<file path="config.mk">
export PLATFORM = sky130hd
export DESIGN_NAME = sram22_march_bist_flat
export DESIGN_NICKNAME = d
export VERILOG_FILES = /design/src/rtl/sram22_march_bist_if.sv /design/src/rtl/sram22_march_bist.sv /design/src/flat_wrapper.sv
export SDC_FILE = /design/constraint.sdc
export NUM_CORES = 1
export LEC_CHECK = 0
export ABC_AREA = 1
export BUFFER_PORTS_ARGS = -buffer_cell sky130_fd_sc_hd__buf_4
export CAP_MARGIN = 40
export CORE_MARGIN = 1.5
export CORE_UTILIZATION = 45
export DETAILED_ROUTE_END_ITERATION = 7
export PLACE_DENSITY = 0.7
export SYNTH_ARGS = -nofsm -noshare
export SYNTH_HDL_FRONTEND = slang
export SYNTH_SLANG_ARGS = --single-unit
export TNS_END_PERCENT = 5
</file>
<file path="constraint.sdc">
create_clock -name clk -period 3 [get_ports clk]
set_input_delay 0.75 -clock clk [delete_from_list [all_inputs] [get_ports clk]]
set_output_delay 0.75 -clock clk [all_outputs]
set_load 0.05 [all_outputs]
</file>
<file path="src/rtl/sram22_march_bist_if.sv">
// sram22_march_bist_if
//   Bundles the single read/write port of one sram22 macro.
//   master : BIST side, drives we/wmask/addr/din and receives dout.
//   slave  : SRAM side, receives the command and returns registered dout.
//   Signals:
//     sram_we    1            write enable (1 = write, 0 = read)
//     sram_wmask WMASK_WIDTH  byte write mask
//     sram_addr  ADDR_WIDTH   word address
//     sram_din   DATA_WIDTH   write data
//     sram_dout  DATA_WIDTH   read data, valid the cycle after a read is sampled
interface sram22_march_bist_if #(
  parameter int DATA_WIDTH  = 32,
  parameter int ADDR_WIDTH  = 8,
  parameter int WMASK_WIDTH = 4
);
  logic                   sram_we;
  logic [WMASK_WIDTH-1:0] sram_wmask;
  logic [ADDR_WIDTH-1:0]  sram_addr;
  logic [DATA_WIDTH-1:0]  sram_din;
  logic [DATA_WIDTH-1:0]  sram_dout;

  modport master (
    output sram_we,
    output sram_wmask,
    output sram_addr,
    output sram_din,
    input  sram_dout
  );

  modport slave (
    input  sram_we,
    input  sram_wmask,
    input  sram_addr,
    input  sram_din,
    output sram_dout
  );
endinterface

</file>
<file path="src/rtl/sram22_march_bist.sv">
// sram22_march_bist
//   March C- BIST engine for one sram22 port. Runs six elements over every
//   address using a background pattern P latched at start, compares each read
//   against its expected word two edges after issue, and records the first
//   mismatch.
//   Ports:
//     clk           clock (also clocks the SRAM)
//     rstb          synchronous active-low reset
//     start         begin a test; honoured only in IDLE or DONE
//     pattern       background P, latched on an accepted start
//     sram          SRAM command/response bundle (master side)
//     busy          test in progress (first op through final compare)
//     done          test finished; held until the next accepted start
//     fail          a mismatch was seen; meaningful when done=1
//     fail_addr     address of the first mismatch
//     fail_element  March element (0-5) of the first mismatch
//     fail_data     dout returned at the first mismatch
//     fail_expected word that was expected at the first mismatch
module sram22_march_bist #(
  parameter int DATA_WIDTH  = 32,
  parameter int ADDR_WIDTH  = 8,
  parameter int WMASK_WIDTH = 4
) (
  input  logic                  clk,
  input  logic                  rstb,
  input  logic                  start,
  input  logic [DATA_WIDTH-1:0] pattern,
  sram22_march_bist_if.master   sram,
  output logic                  busy,
  output logic                  done,
  output logic                  fail,
  output logic [ADDR_WIDTH-1:0] fail_addr,
  output logic [2:0]            fail_element,
  output logic [DATA_WIDTH-1:0] fail_data,
  output logic [DATA_WIDTH-1:0] fail_expected
);

  typedef enum logic [1:0] {S_IDLE, S_RUN, S_DRAIN, S_DONE} state_t;

  localparam logic [ADDR_WIDTH-1:0] ADDR_LAST = {ADDR_WIDTH{1'b1}};
  localparam logic [ADDR_WIDTH-1:0] ADDR_ONE  = {{(ADDR_WIDTH-1){1'b0}}, 1'b1};

  // Elements 3..5 walk the array downwards.
  function automatic logic elem_down(input logic [2:0] e);
    return (e >= 3'd3);
  endfunction

  function automatic logic elem_has_read(input logic [2:0] e);
    return (e != 3'd0);
  endfunction

  function automatic logic elem_has_write(input logic [2:0] e);
    return (e != 3'd5);
  endfunction

  // E2/E4 read ~P; E1/E3 write ~P.
  function automatic logic read_inv(input logic [2:0] e);
    return (e == 3'd2) || (e == 3'd4);
  endfunction

  function automatic logic write_inv(input logic [2:0] e);
    return (e == 3'd1) || (e == 3'd3);
  endfunction

  function automatic logic [DATA_WIDTH-1:0] apply_bg(input logic [DATA_WIDTH-1:0] p,
                                                     input logic inv);
    return inv ? ~p : p;
  endfunction

  state_t                 state_q, state_d;
  logic [DATA_WIDTH-1:0]  pat_q, pat_d;
  logic [2:0]             elem_q, elem_d;
  logic [ADDR_WIDTH-1:0]  addr_q, addr_d;
  logic                   wr_q, wr_d;
  logic                   last_q, last_d;

  logic                   sram_we_q, sram_we_d;
  logic [WMASK_WIDTH-1:0] sram_wmask_q, sram_wmask_d;
  logic [ADDR_WIDTH-1:0]  sram_addr_q, sram_addr_d;
  logic [DATA_WIDTH-1:0]  sram_din_q, sram_din_d;

  logic                   rd_vld_p0_q, rd_vld_p0_d;
  logic [2:0]             rd_elem_p0_q, rd_elem_p0_d;
  logic [DATA_WIDTH-1:0]  rd_exp_p0_q, rd_exp_p0_d;

  logic                   rd_vld_p1_q, rd_vld_p1_d;
  logic [ADDR_WIDTH-1:0]  rd_addr_p1_q, rd_addr_p1_d;
  logic [2:0]             rd_elem_p1_q, rd_elem_p1_d;
  logic [DATA_WIDTH-1:0]  rd_exp_p1_q, rd_exp_p1_d;

  logic                   busy_q, busy_d;
  logic                   done_q, done_d;
  logic                   fail_q, fail_d;
  logic [ADDR_WIDTH-1:0]  fail_addr_q, fail_addr_d;
  logic [2:0]             fail_element_q, fail_element_d;
  logic [DATA_WIDTH-1:0]  fail_data_q, fail_data_d;
  logic [DATA_WIDTH-1:0]  fail_expected_q, fail_expected_d;

  logic                   accept;
  logic                   active;
  logic                   mismatch;
  logic                   issue;

  logic [2:0]             cur_elem;
  logic [ADDR_WIDTH-1:0]  cur_addr;
  logic                   cur_wr;
  logic [DATA_WIDTH-1:0]  cur_pat;
  logic                   cur_last;
  logic [2:0]             nxt_elem;
  logic [ADDR_WIDTH-1:0]  nxt_addr;
  logic                   nxt_wr;

  assign accept   = start && ((state_q == S_IDLE) || (state_q == S_DONE));
  assign active   = (state_q == S_RUN) || (state_q == S_DRAIN);
  assign mismatch = active && rd_vld_p1_q && (sram.sram_dout != rd_exp_p1_q);
  assign issue    = accept || ((state_q == S_RUN) && !last_q && !mismatch);

  // Sequencer: an accepted start issues E0/addr 0 directly from the input
  // pattern; in RUN the cursor registers hold the op to issue next.
  always_comb begin
    cur_elem = elem_q;
    cur_addr = addr_q;
    cur_wr   = wr_q;
    cur_pat  = pat_q;
    if (accept) begin
      cur_elem = 3'd0;
      cur_addr = '0;
      cur_wr   = 1'b1;
      cur_pat  = pattern;
    end
    cur_last = (cur_elem == 3'd5) && (cur_addr == '0);

    nxt_elem = cur_elem;
    nxt_addr = cur_addr;
    nxt_wr   = cur_wr;
    if (!cur_wr && elem_has_write(cur_elem)) begin
      nxt_wr = 1'b1;
    end else if (cur_addr == (elem_down(cur_elem) ? '0 : ADDR_LAST)) begin
      // Element boundary: load the next element's starting address rather
      // than letting the counter wrap.
      nxt_elem = cur_elem + 3'd1;
      nxt_addr = elem_down(nxt_elem) ? ADDR_LAST : '0;
      nxt_wr   = 1'b0;
    end else begin
      nxt_addr = elem_down(cur_elem) ? (cur_addr - ADDR_ONE) : (cur_addr + ADDR_ONE);
      nxt_wr   = !elem_has_read(cur_elem);
    end
  end

  always_comb begin
    state_d         = state_q;
    pat_d           = pat_q;
    elem_d          = elem_q;
    addr_d          = addr_q;
    wr_d            = wr_q;
    last_d          = 1'b0;
    sram_we_d       = 1'b0;
    sram_wmask_d    = '0;
    sram_addr_d     = '0;
    sram_din_d      = '0;
    rd_vld_p0_d     = 1'b0;
    rd_elem_p0_d    = rd_elem_p0_q;
    rd_exp_p0_d     = rd_exp_p0_q;
    rd_vld_p1_d     = active && rd_vld_p0_q && !mismatch;
    rd_addr_p1_d    = sram_addr_q;
    rd_elem_p1_d    = rd_elem_p0_q;
    rd_exp_p1_d     = rd_exp_p0_q;
    fail_d          = fail_q;
    fail_addr_d     = fail_addr_q;
    fail_element_d  = fail_element_q;
    fail_data_d     = fail_data_q;
    fail_expected_d = fail_expected_q;

    case (state_q)
      S_IDLE, S_DONE: begin
        if (accept) begin
          state_d         = S_RUN;
          pat_d           = pattern;
          fail_d          = 1'b0;
          fail_addr_d     = '0;
          fail_element_d  = '0;
          fail_data_d     = '0;
          fail_expected_d = '0;
        end
      end
      S_RUN: begin
        if (mismatch)    state_d = S_DONE;
        else if (last_q) state_d = S_DRAIN;
      end
      S_DRAIN: state_d = S_DONE;
      default: state_d = S_IDLE;
    endcase

    // Stage p0: issue one op and tag reads with their expected word.
    if (issue) begin
      sram_we_d    = cur_wr;
      sram_wmask_d = cur_wr ? {WMASK_WIDTH{1'b1}} : '0;
      sram_addr_d  = cur_addr;
      sram_din_d   = cur_wr ? apply_bg(cur_pat, write_inv(cur_elem)) : '0;
      rd_vld_p0_d  = !cur_wr;
      rd_elem_p0_d = cur_elem;
      rd_exp_p0_d  = apply_bg(cur_pat, read_inv(cur_elem));
      last_d       = cur_last;
      elem_d       = nxt_elem;
      addr_d       = nxt_addr;
      wr_d         = nxt_wr;
    end

    // Stage p1 -> compare: dout for the p1 read is on the bus now.
    if (mismatch) begin
      fail_d          = 1'b1;
      fail_addr_d     = rd_addr_p1_q;
      fail_element_d  = rd_elem_p1_q;
      fail_data_d     = sram.sram_dout;
      fail_expected_d = rd_exp_p1_q;
    end

    busy_d = (state_d == S_RUN) || (state_d == S_DRAIN);
    done_d = (state_d == S_DONE);
  end

  always_ff @(posedge clk) begin
    if (!rstb) begin
      state_q         <= S_IDLE;
      pat_q           <= '0;
      elem_q          <= '0;
      addr_q          <= '0;
      wr_q            <= 1'b0;
      last_q          <= 1'b0;
      sram_we_q       <= 1'b0;
      sram_wmask_q    <= '0;
      sram_addr_q     <= '0;
      sram_din_q      <= '0;
      rd_vld_p0_q     <= 1'b0;
      rd_elem_p0_q    <= '0;
      rd_exp_p0_q     <= '0;
      rd_vld_p1_q     <= 1'b0;
      rd_addr_p1_q    <= '0;
      rd_elem_p1_q    <= '0;
      rd_exp_p1_q     <= '0;
      busy_q          <= 1'b0;
      done_q          <= 1'b0;
      fail_q          <= 1'b0;
      fail_addr_q     <= '0;
      fail_element_q  <= '0;
      fail_data_q     <= '0;
      fail_expected_q <= '0;
    end else begin
      state_q         <= state_d;
      pat_q           <= pat_d;
      elem_q          <= elem_d;
      addr_q          <= addr_d;
      wr_q            <= wr_d;
      last_q          <= last_d;
      sram_we_q       <= sram_we_d;
      sram_wmask_q    <= sram_wmask_d;
      sram_addr_q     <= sram_addr_d;
      sram_din_q      <= sram_din_d;
      rd_vld_p0_q     <= rd_vld_p0_d;
      rd_elem_p0_q    <= rd_elem_p0_d;
      rd_exp_p0_q     <= rd_exp_p0_d;
      rd_vld_p1_q     <= rd_vld_p1_d;
      rd_addr_p1_q    <= rd_addr_p1_d;
      rd_elem_p1_q    <= rd_elem_p1_d;
      rd_exp_p1_q     <= rd_exp_p1_d;
      busy_q          <= busy_d;
      done_q          <= done_d;
      fail_q          <= fail_d;
      fail_addr_q     <= fail_addr_d;
      fail_element_q  <= fail_element_d;
      fail_data_q     <= fail_data_d;
      fail_expected_q <= fail_expected_d;
    end
  end

  assign sram.sram_we    = sram_we_q;
  assign sram.sram_wmask = sram_wmask_q;
  assign sram.sram_addr  = sram_addr_q;
  assign sram.sram_din   = sram_din_q;
  assign busy            = busy_q;
  assign done            = done_q;
  assign fail            = fail_q;
  assign fail_addr       = fail_addr_q;
  assign fail_element    = fail_element_q;
  assign fail_data       = fail_data_q;
  assign fail_expected   = fail_expected_q;

endmodule
</file>
<file path="src/flat_wrapper.sv">
// flat-port wrapper written by rule: the top's interface ports become plain ports
module sram22_march_bist_flat 
#(
  parameter int DATA_WIDTH  = 32,
  parameter int ADDR_WIDTH  = 8,
  parameter int WMASK_WIDTH = 4
)
  (clk, rstb, start, pattern, busy, done, fail, fail_addr, fail_element, fail_data, fail_expected, sram_sram_we, sram_sram_wmask, sram_sram_addr, sram_sram_din, sram_sram_dout);
  sram22_march_bist_if #(.DATA_WIDTH(DATA_WIDTH), .ADDR_WIDTH(ADDR_WIDTH), .WMASK_WIDTH(WMASK_WIDTH)) sram_i ();
  input  logic clk;
  input  logic rstb;
  input  logic start;
  input  logic [DATA_WIDTH-1:0] pattern;
  output logic busy;
  output logic done;
  output logic fail;
  output logic [ADDR_WIDTH-1:0] fail_addr;
  output logic [2:0] fail_element;
  output logic [DATA_WIDTH-1:0] fail_data;
  output logic [DATA_WIDTH-1:0] fail_expected;
  output wire logic [$bits(sram_i.sram_we)-1:0] sram_sram_we;
  output wire logic [$bits(sram_i.sram_wmask)-1:0] sram_sram_wmask;
  output wire logic [$bits(sram_i.sram_addr)-1:0] sram_sram_addr;
  output wire logic [$bits(sram_i.sram_din)-1:0] sram_sram_din;
  input wire logic [$bits(sram_i.sram_dout)-1:0] sram_sram_dout;
  assign sram_sram_we = sram_i.sram_we;
  assign sram_sram_wmask = sram_i.sram_wmask;
  assign sram_sram_addr = sram_i.sram_addr;
  assign sram_sram_din = sram_i.sram_din;
  assign sram_i.sram_dout = sram_sram_dout;
  sram22_march_bist #(.DATA_WIDTH(DATA_WIDTH), .ADDR_WIDTH(ADDR_WIDTH), .WMASK_WIDTH(WMASK_WIDTH)) u_core (.clk(clk), .rstb(rstb), .start(start), .pattern(pattern), .sram(sram_i), .busy(busy), .done(done), .fail(fail), .fail_addr(fail_addr), .fail_element(fail_element), .fail_data(fail_data), .fail_expected(fail_expected));
endmodule
</file>
==> results of run 1 <==
-- flip-flops by register name, summed over array words and instances (netlist names), 8 cells and up --
name	count
u_core.fail_data	32
u_core.fail_expected	32
u_core.pat_q	32
u_core.rd_exp_p0_q	32
u_core.rd_exp_p1_q	32
u_core.sram.sram_din	32
u_core.addr_q	8
u_core.fail_addr	8
u_core.rd_addr_p1_q	8
u_core.sram.sram_addr	8
-- per-stage QoR --
stage | setup WS, ns | std cells | instance area [um^2] | hold slack, ns | utilization
3_5_place_dp | -0.104 | 1663 | 11700 | 0.417 | 0.534
3_3_place_gp | -0.0220 | 1662 | 11600 | 0.410 | 0.533
4_1_cts | 0.0397 | 1711 | 12600 | 0.427 | 0.577
2_1_floorplan | 0.0423 | 1230 | 10000 | 0.405 | -
5_1_grt | 0.00698 | 1711 | 12600 | 0.442 | 0.578
6_report | 0.185 | 1711 | 12600 | 0.426 | 0.578
-- cells in the mapped netlist, types with 2 or more instances --
library cell / number / area (um^2)
ha_1: 16 / 200
nand2_2: 3 / 18.8
inv_2: 3 / 11.3
a21o_1: 2 / 15.0
xnor2_1: 38 / 333
buf_4: 11 / 82.6
nand3_1: 98 / 490
nand2_4: 3 / 33.8
buf_1: 3 / 11.3
or2_0: 9 / 56.3
clkbuf_1: 20 / 75.1
or2_1: 19 / 119
dfxtp_1: 246 / 4920
buf_6: 15 / 169
o21ai_1: 20 / 100
nor3_1: 7 / 35.0
buf_2: 23 / 115
xor2_1: 19 / 166
o21ai_0: 19 / 95.1
mux2i_1: 32 / 320
a21oi_1: 124 / 621
or2_2: 6 / 37.5
nand2_1: 291 / 1090
inv_1: 111 / 417
nor2_1: 79 / 297
-- final cells by class --
type	count	area [um^2]
Timing Repair Buffer	226	1780
Sequential cell	246	4930
Fill cell	2002	9210
Inverter	116	439
Clock buffer	33	697
Clock inverter	15	223
Multi-Input combinational cell	795	4200
Tap cell	280	350
-- layout by cell type, fill, tap and decap left out, types with 21 or more instances in the layout --
master	Yosys	routed
dfxtp_1	246	245
xnor2_1	38	38
o21ai_1	20	21
nand3_1	98	97
nor2_1	79	78
inv_1	111	110
buf_4	11	219
nand2_1	291	289
clkbuf_16	0	26
a21oi_1	124	124
mux2i_1	32	32
-- power by group through the flow --
stage          Combinational, mW  Clock [mW]  Sequential [mW]
2_1_floorplan               2.82           0             4.44
3_3_place_gp                4.09           0             4.18
3_5_place_dp                4.17           0             4.20
4_1_cts                     4.20        3.49             4.14
5_1_grt                     4.70        3.61             4.19
6_report                    4.20        3.42             4.14
-- final timing paths --
check	startpoint	endpoint	slack [ns]	depth (start not counted)
setup / recovery	u_core.state_q[0]	u_core.addr_q[6]	0.18	19
hold reg to reg	u_core.rd_exp_p0_q[12]	u_core.rd_exp_p1_q[12]	0.43	2
setup reg to reg	u_core.state_q[0]	u_core.addr_q[6]	0.18	19
hold / removal	u_core.rd_exp_p0_q[12]	u_core.rd_exp_p1_q[12]	0.43	2
-- critical path, stage by stage (launching register included) --
cell and delay, ns:
dfxtp_2 0.34, inv_1 0.07, ha_4 0.25, nand2_4 0.08
inv_2 0.04, nor2_2 0.11, ha_2 0.19, inv_1 0.04
ha_1 0.22, buf_4 0.15, fa_2 0.36, nand3b_1 0.19
nand2_2 0.10, nand3_1 0.10, a21oi_1 0.14, nor2_1 0.06
nor2_1 0.08, nand3_1 0.07, nand2_1 0.06, a21oi_1 0.04
-- routing by layer --
layer	global-route usage	vias up	part of all wire
met4	0.0513	0	0.016
met3	0.0328	29	0.064
met5	0	-	0
met2	0.303	243	0.43
li1	-	4238	-
met1	0.309	3734	0.49
-- logic make-up (layout without fill, tap and decap cells) --
| group | after synthesis | count (layout) | synth area share |
|---|---|---|---|
| multiplexers | 32 | 32 | 0.0320 |
| AO/OA/AOI/OAI | 166 | 166 | 0.0839 |
| XOR/XNOR | 57 | 57 | 0.0499 |
| adder cells (fa/ha/maj) | 17 | 17 | 0.0220 |
| flip-flops | 246 | 246 | 0.493 |
| buffers and inverters | 189 | 390 | 0.0906 |
| AND/OR/NAND/NOR | 523 | 523 | 0.229 |
==> flow_summary.json, run 1 <==
{
  "outcome": "finished, final reports clean",
  "antenna_found_initial": 0,
  "seqPwrFrac": 0.352,
  "synth-main-ff-cell": "dfxtp_1",
  "grt_pass1_vias": 7797,
  "clockBufferDepth": 3,
  "fin_crit_ns": 2.82,
  "netlist_instances": 1230,
  "critical_path_class": "flip-flop to flip-flop",
  "irDropWorstVdd_v": 0.000540,
  "grt_max_degree": 76,
  "fmax_mhz": 355,
  "track_usage": 0.205,
  "finClkSkew_ns": 0.0242,
  "vias": 8244,
  "power_frac_clock": 0.291,
  "first_pass_iters": 5,
  "hold_class": "flip-flop to flip-flop",
  "cts-htree-levels": 1,
  "fin_setup_tns_ns": 0,
  "switching_share": 0.361,
  "slew_viol_final": 0,
  "clk-insertion-delay-late_ns": 0.53,
  "hold_viol": 0,
  "clk_pin_slew_ns": 0.06,
  "antenna_cells": 0,
  "combPwrFrac": 0.357,
  "dp_hpwl_um": 16700,
  "cts_buffers": 26,
  "start_util": 0.458,
  "powerDensity_nw_per_um2": 933,
  "endpoint_kind": "flip-flop",
  "die_y_um": 152,
  "synth.avg_cell_area_um2": 8.13,
  "io_pins": 190,
  "synth-edff-count": 0,
  "cts_tree": "built",
  "yosysWarnings": 0,
  "drtIter0Drc": 475,
  "finalNetCount": 1495,
  "critPathArrivalTime_ns": 3.21,
  "coreArea_um2": 21800,
  "fp.dieW_um": 152,
  "maxCapViolCount": 0,
  "crit_fanout": 4,
  "routedWlPerCell_um": 14.4,
  "grt_pass1_wl_um": 39800,
  "p_sw_mw": 4.24,
  "ant_nets": 0,
  "route.detailed.drc": 0,
  "critical_path_required_ns": 3.39,
  "syn_nets": 1314,
  "io_buffers": 189,
  "grt_overflow_total": 0,
  "cts-hold-fix-buffers": 0,
  "cts_root_buffer": "clkbuf_16",
  "worst_slew_pin_slew_ns": 0.535,
  "p_leak_nw": 5.92,
  "routed_via_density": 4.82,
  "setup_viol": 0,
  "gp_congestion": 0.887,
  "async_reset_ff_frac": 0,
  "netlist_area_um2": 10000,
  "cts.sinks": 246,
  "p_int_mw": 7.52,
  "synth_cell_types": 38,
  "power_mw": 11.8,
  "synth_sequential_area_ratio": 0.493,
  "cp-start-kind": "flip-flop",
  "rsz0062_at_grt": "false",
  "fin_crit_sh": 0.938,
  "synth_seq_cells": 246,
  "wl_um": 24600,
  "area_growth_syn_to_layout_pct": 26.2,
  "drive_gt1_frac": 0.210,
  "cts_setup_buffers": 0,
  "maxSlewHeadroom": 0.643,
  "die_area_um2": 23100,
  "num_rows": 54,
  "ctsResizeCount": 0
}
(Power assumes the default switching activity.)
==> run 2: changes to the inputs <==
PLACE_DENSITY = 0.67   (was 0.7)
clock period = 3.2 ns   (was 3 ns; I/O delays follow)
==> run 2 against run 1 <==
  * Clock power fell by 9.9%
  * Critical path depth is the same
  * Count of clock-buffer cells in the layout did not move
  * Setup slack improved by 0.088 ns
  * First-iteration DRC count decreased by 7.2%
  * Global-route usage fell by 0.28 points
  * Sequential share of layout area rose by 0.52 points
  * Combinational power fell by 9.8%
  * Largest power group is now registers
==> flow_summary.json, run 2 (same netlist as run 1, synthesis figures left out) <==
{
  "outcome": "finished, final reports clean",
  "pre_cts_ws_ns": -0.106,
  "hold_viol": 0,
  "first_pass_iters": 5,
  "final_common_cell": "nand2_1",
  "cts_tree": "built",
  "ant_nets": 0,
  "setup_viol": 0,
  "cts_root_buffer": "clkbuf_16",
  "fill_cells": 1989,
  "worst_slew_pin_slew_ns": 0.943,
  "powerDensity_nw_per_um2": 863,
  "routedWlPerCell_um": 14.2,
  "crit_fanout": 4,
  "fmax_mhz": 342,
  "route.detailed.drc": 0,
  "io_buffers": 189,
  "finClkSkew_ns": 0.0211,
  "gp_congestion": 0.833,
  "final_core_util": 0.570,
  "grt_max_degree": 77,
  "cts-hold-fix-buffers": 0,
  "cts-htree-levels": 1,
  "area_growth_syn_to_layout_pct": 24.5,
  "final.setup.worst_slack_ns": 0.273,
  "maxCapViolCount": 0,
  "antenna_found_initial": 0,
  "critical_path_required_ns": 3.59,
  "die_area_um2": 23100,
  "fp.dieW_um": 152,
  "fin_crit_ns": 2.93,
  "grt_pass1_vias": 7539,
  "maxSlewHeadroom": 0.372,
  "rr_worst_depth": 19,
  "layout_common_cells": "nand2_1 (291), dfxtp_1 (246), buf_4 (208)",
  "dp_hpwl_um": 16000,
  "start_util": 0.458,
  "fin_setup_tns_ns": 0,
  "finalNetCount": 1482,
  "die_y_um": 152,
  "p_leak_nw": 5.86,
  "num_rows": 54,
  "grt_pass1_wl_um": 38900,
  "irDropWorstVdd_v": 0.000488,
  "endpoint_kind": "flip-flop",
  "slew_viol_final": 0,
  "design_area_um2": 12400,
  "critical_path_class": "flip-flop to flip-flop",
  "rsz0062_at_grt": "false",
  "cp-start-kind": "flip-flop",
  "dp_cells": 1650,
  "clk-insertion-delay-late_ns": 0.53,
  "vias": 8145,
  "track_usage": 0.202,
  "cts_buffers": 26,
  "instances_no_fill": 1695,
  "routed_via_density": 4.81,
  "clockBufferDepth": 3,
  "io_pins": 190,
  "fin_crit_sh": 0.915,
  "wl_um": 24100,
  "coreArea_um2": 21800,
  "critPathArrivalTime_ns": 3.32,
  "clk_pin_slew_ns": 0.06,
  "drtIter0Drc": 441,
  "antenna_cells": 0,
  "drive_gt1_frac": 0.198,
  "grt_overflow_total": 0,
  "hold_class": "flip-flop to flip-flop",
  "placed_area_um2": 11500,
  "cts.sinks": 246,
  "min_path_cells": 2
}
==> run 2: cell count changes in the layout (fill, tap and decap cells not counted), moves of 2 or more <==
cell        delta
nand2_2        -2
buf_12         -2
buf_4         -11
clkinvlp_4     -2
nand2_1        +2
==> run 2: stage by stage <==
stage | hold slack, ns | total power, mW
finish | 0.426 | 10.7
global route | 0.440 | 11.4
CTS | 0.425 | 10.8
detailed placement | 0.417 | 7.67
global placement | 0.409 | 7.63
floorplan | 0.405 | 6.81
==> run 2: timing repair <==
item,4_1_cts,5_1_grt
setup buffers,0,0
hold endpoints to repair,0,0
gates resized for setup,0,9
setup endpoints to repair,0,12
==> run 2: cell type report <==
class	count	area [um^2]	area share
Clock inverter	12	179	0.0144
Timing Repair Buffer	213	1650	0.133
Tap cell	280	350	0.0282
Sequential cell	246	4920	0.396
Multi-Input combinational cell	795	4200	0.337
Inverter	116	439	0.0353
Clock buffer	33	697	0.0560
==> run 2: final timing paths <==
check / from / end / slack, ns
min: u_core.rd_exp_p0_q[11] / u_core.rd_exp_p1_q[11] / 0.43
min reg2reg: u_core.rd_exp_p0_q[11] / u_core.rd_exp_p1_q[11] / 0.43
max: u_core.state_q[0] / u_core.addr_q[6] / 0.27
max reg2reg: u_core.state_q[0] / u_core.addr_q[6] / 0.27
==> run 2: critical path, cell delays in order (launching register included) <==
cell,delay [ns]
dfxtp_1,0.36
inv_1,0.10
ha_4,0.27
nand2_4,0.08
inv_2,0.04
nor2_1,0.12
ha_1,0.19
inv_1,0.05
ha_1,0.21
buf_4,0.15
fa_1,0.42
nand3b_1,0.17
nand2_1,0.11
nand3_1,0.10
a21oi_1,0.13
nor2_1,0.06
nor2_1,0.08
nand3_1,0.07
nand2_1,0.06
a21oi_1,0.04
==> run 2: power breakdown <==
part / switching [mW] / internal, mW / total, mW
Combinational: 2.45 / 1.34 / 3.79
Clock: 1.22 / 1.86 / 3.08
Sequential: 0.241 / 3.63 / 3.87
Total: 3.91 / 6.83 / 10.7
==> run 2: layer usage <==
layer,GRT usage,part of all wire
met3,0.0368,0.060
met1,0.306,0.50
met5,0,0
met4,0.0546,0.021
met2,0.292,0.42
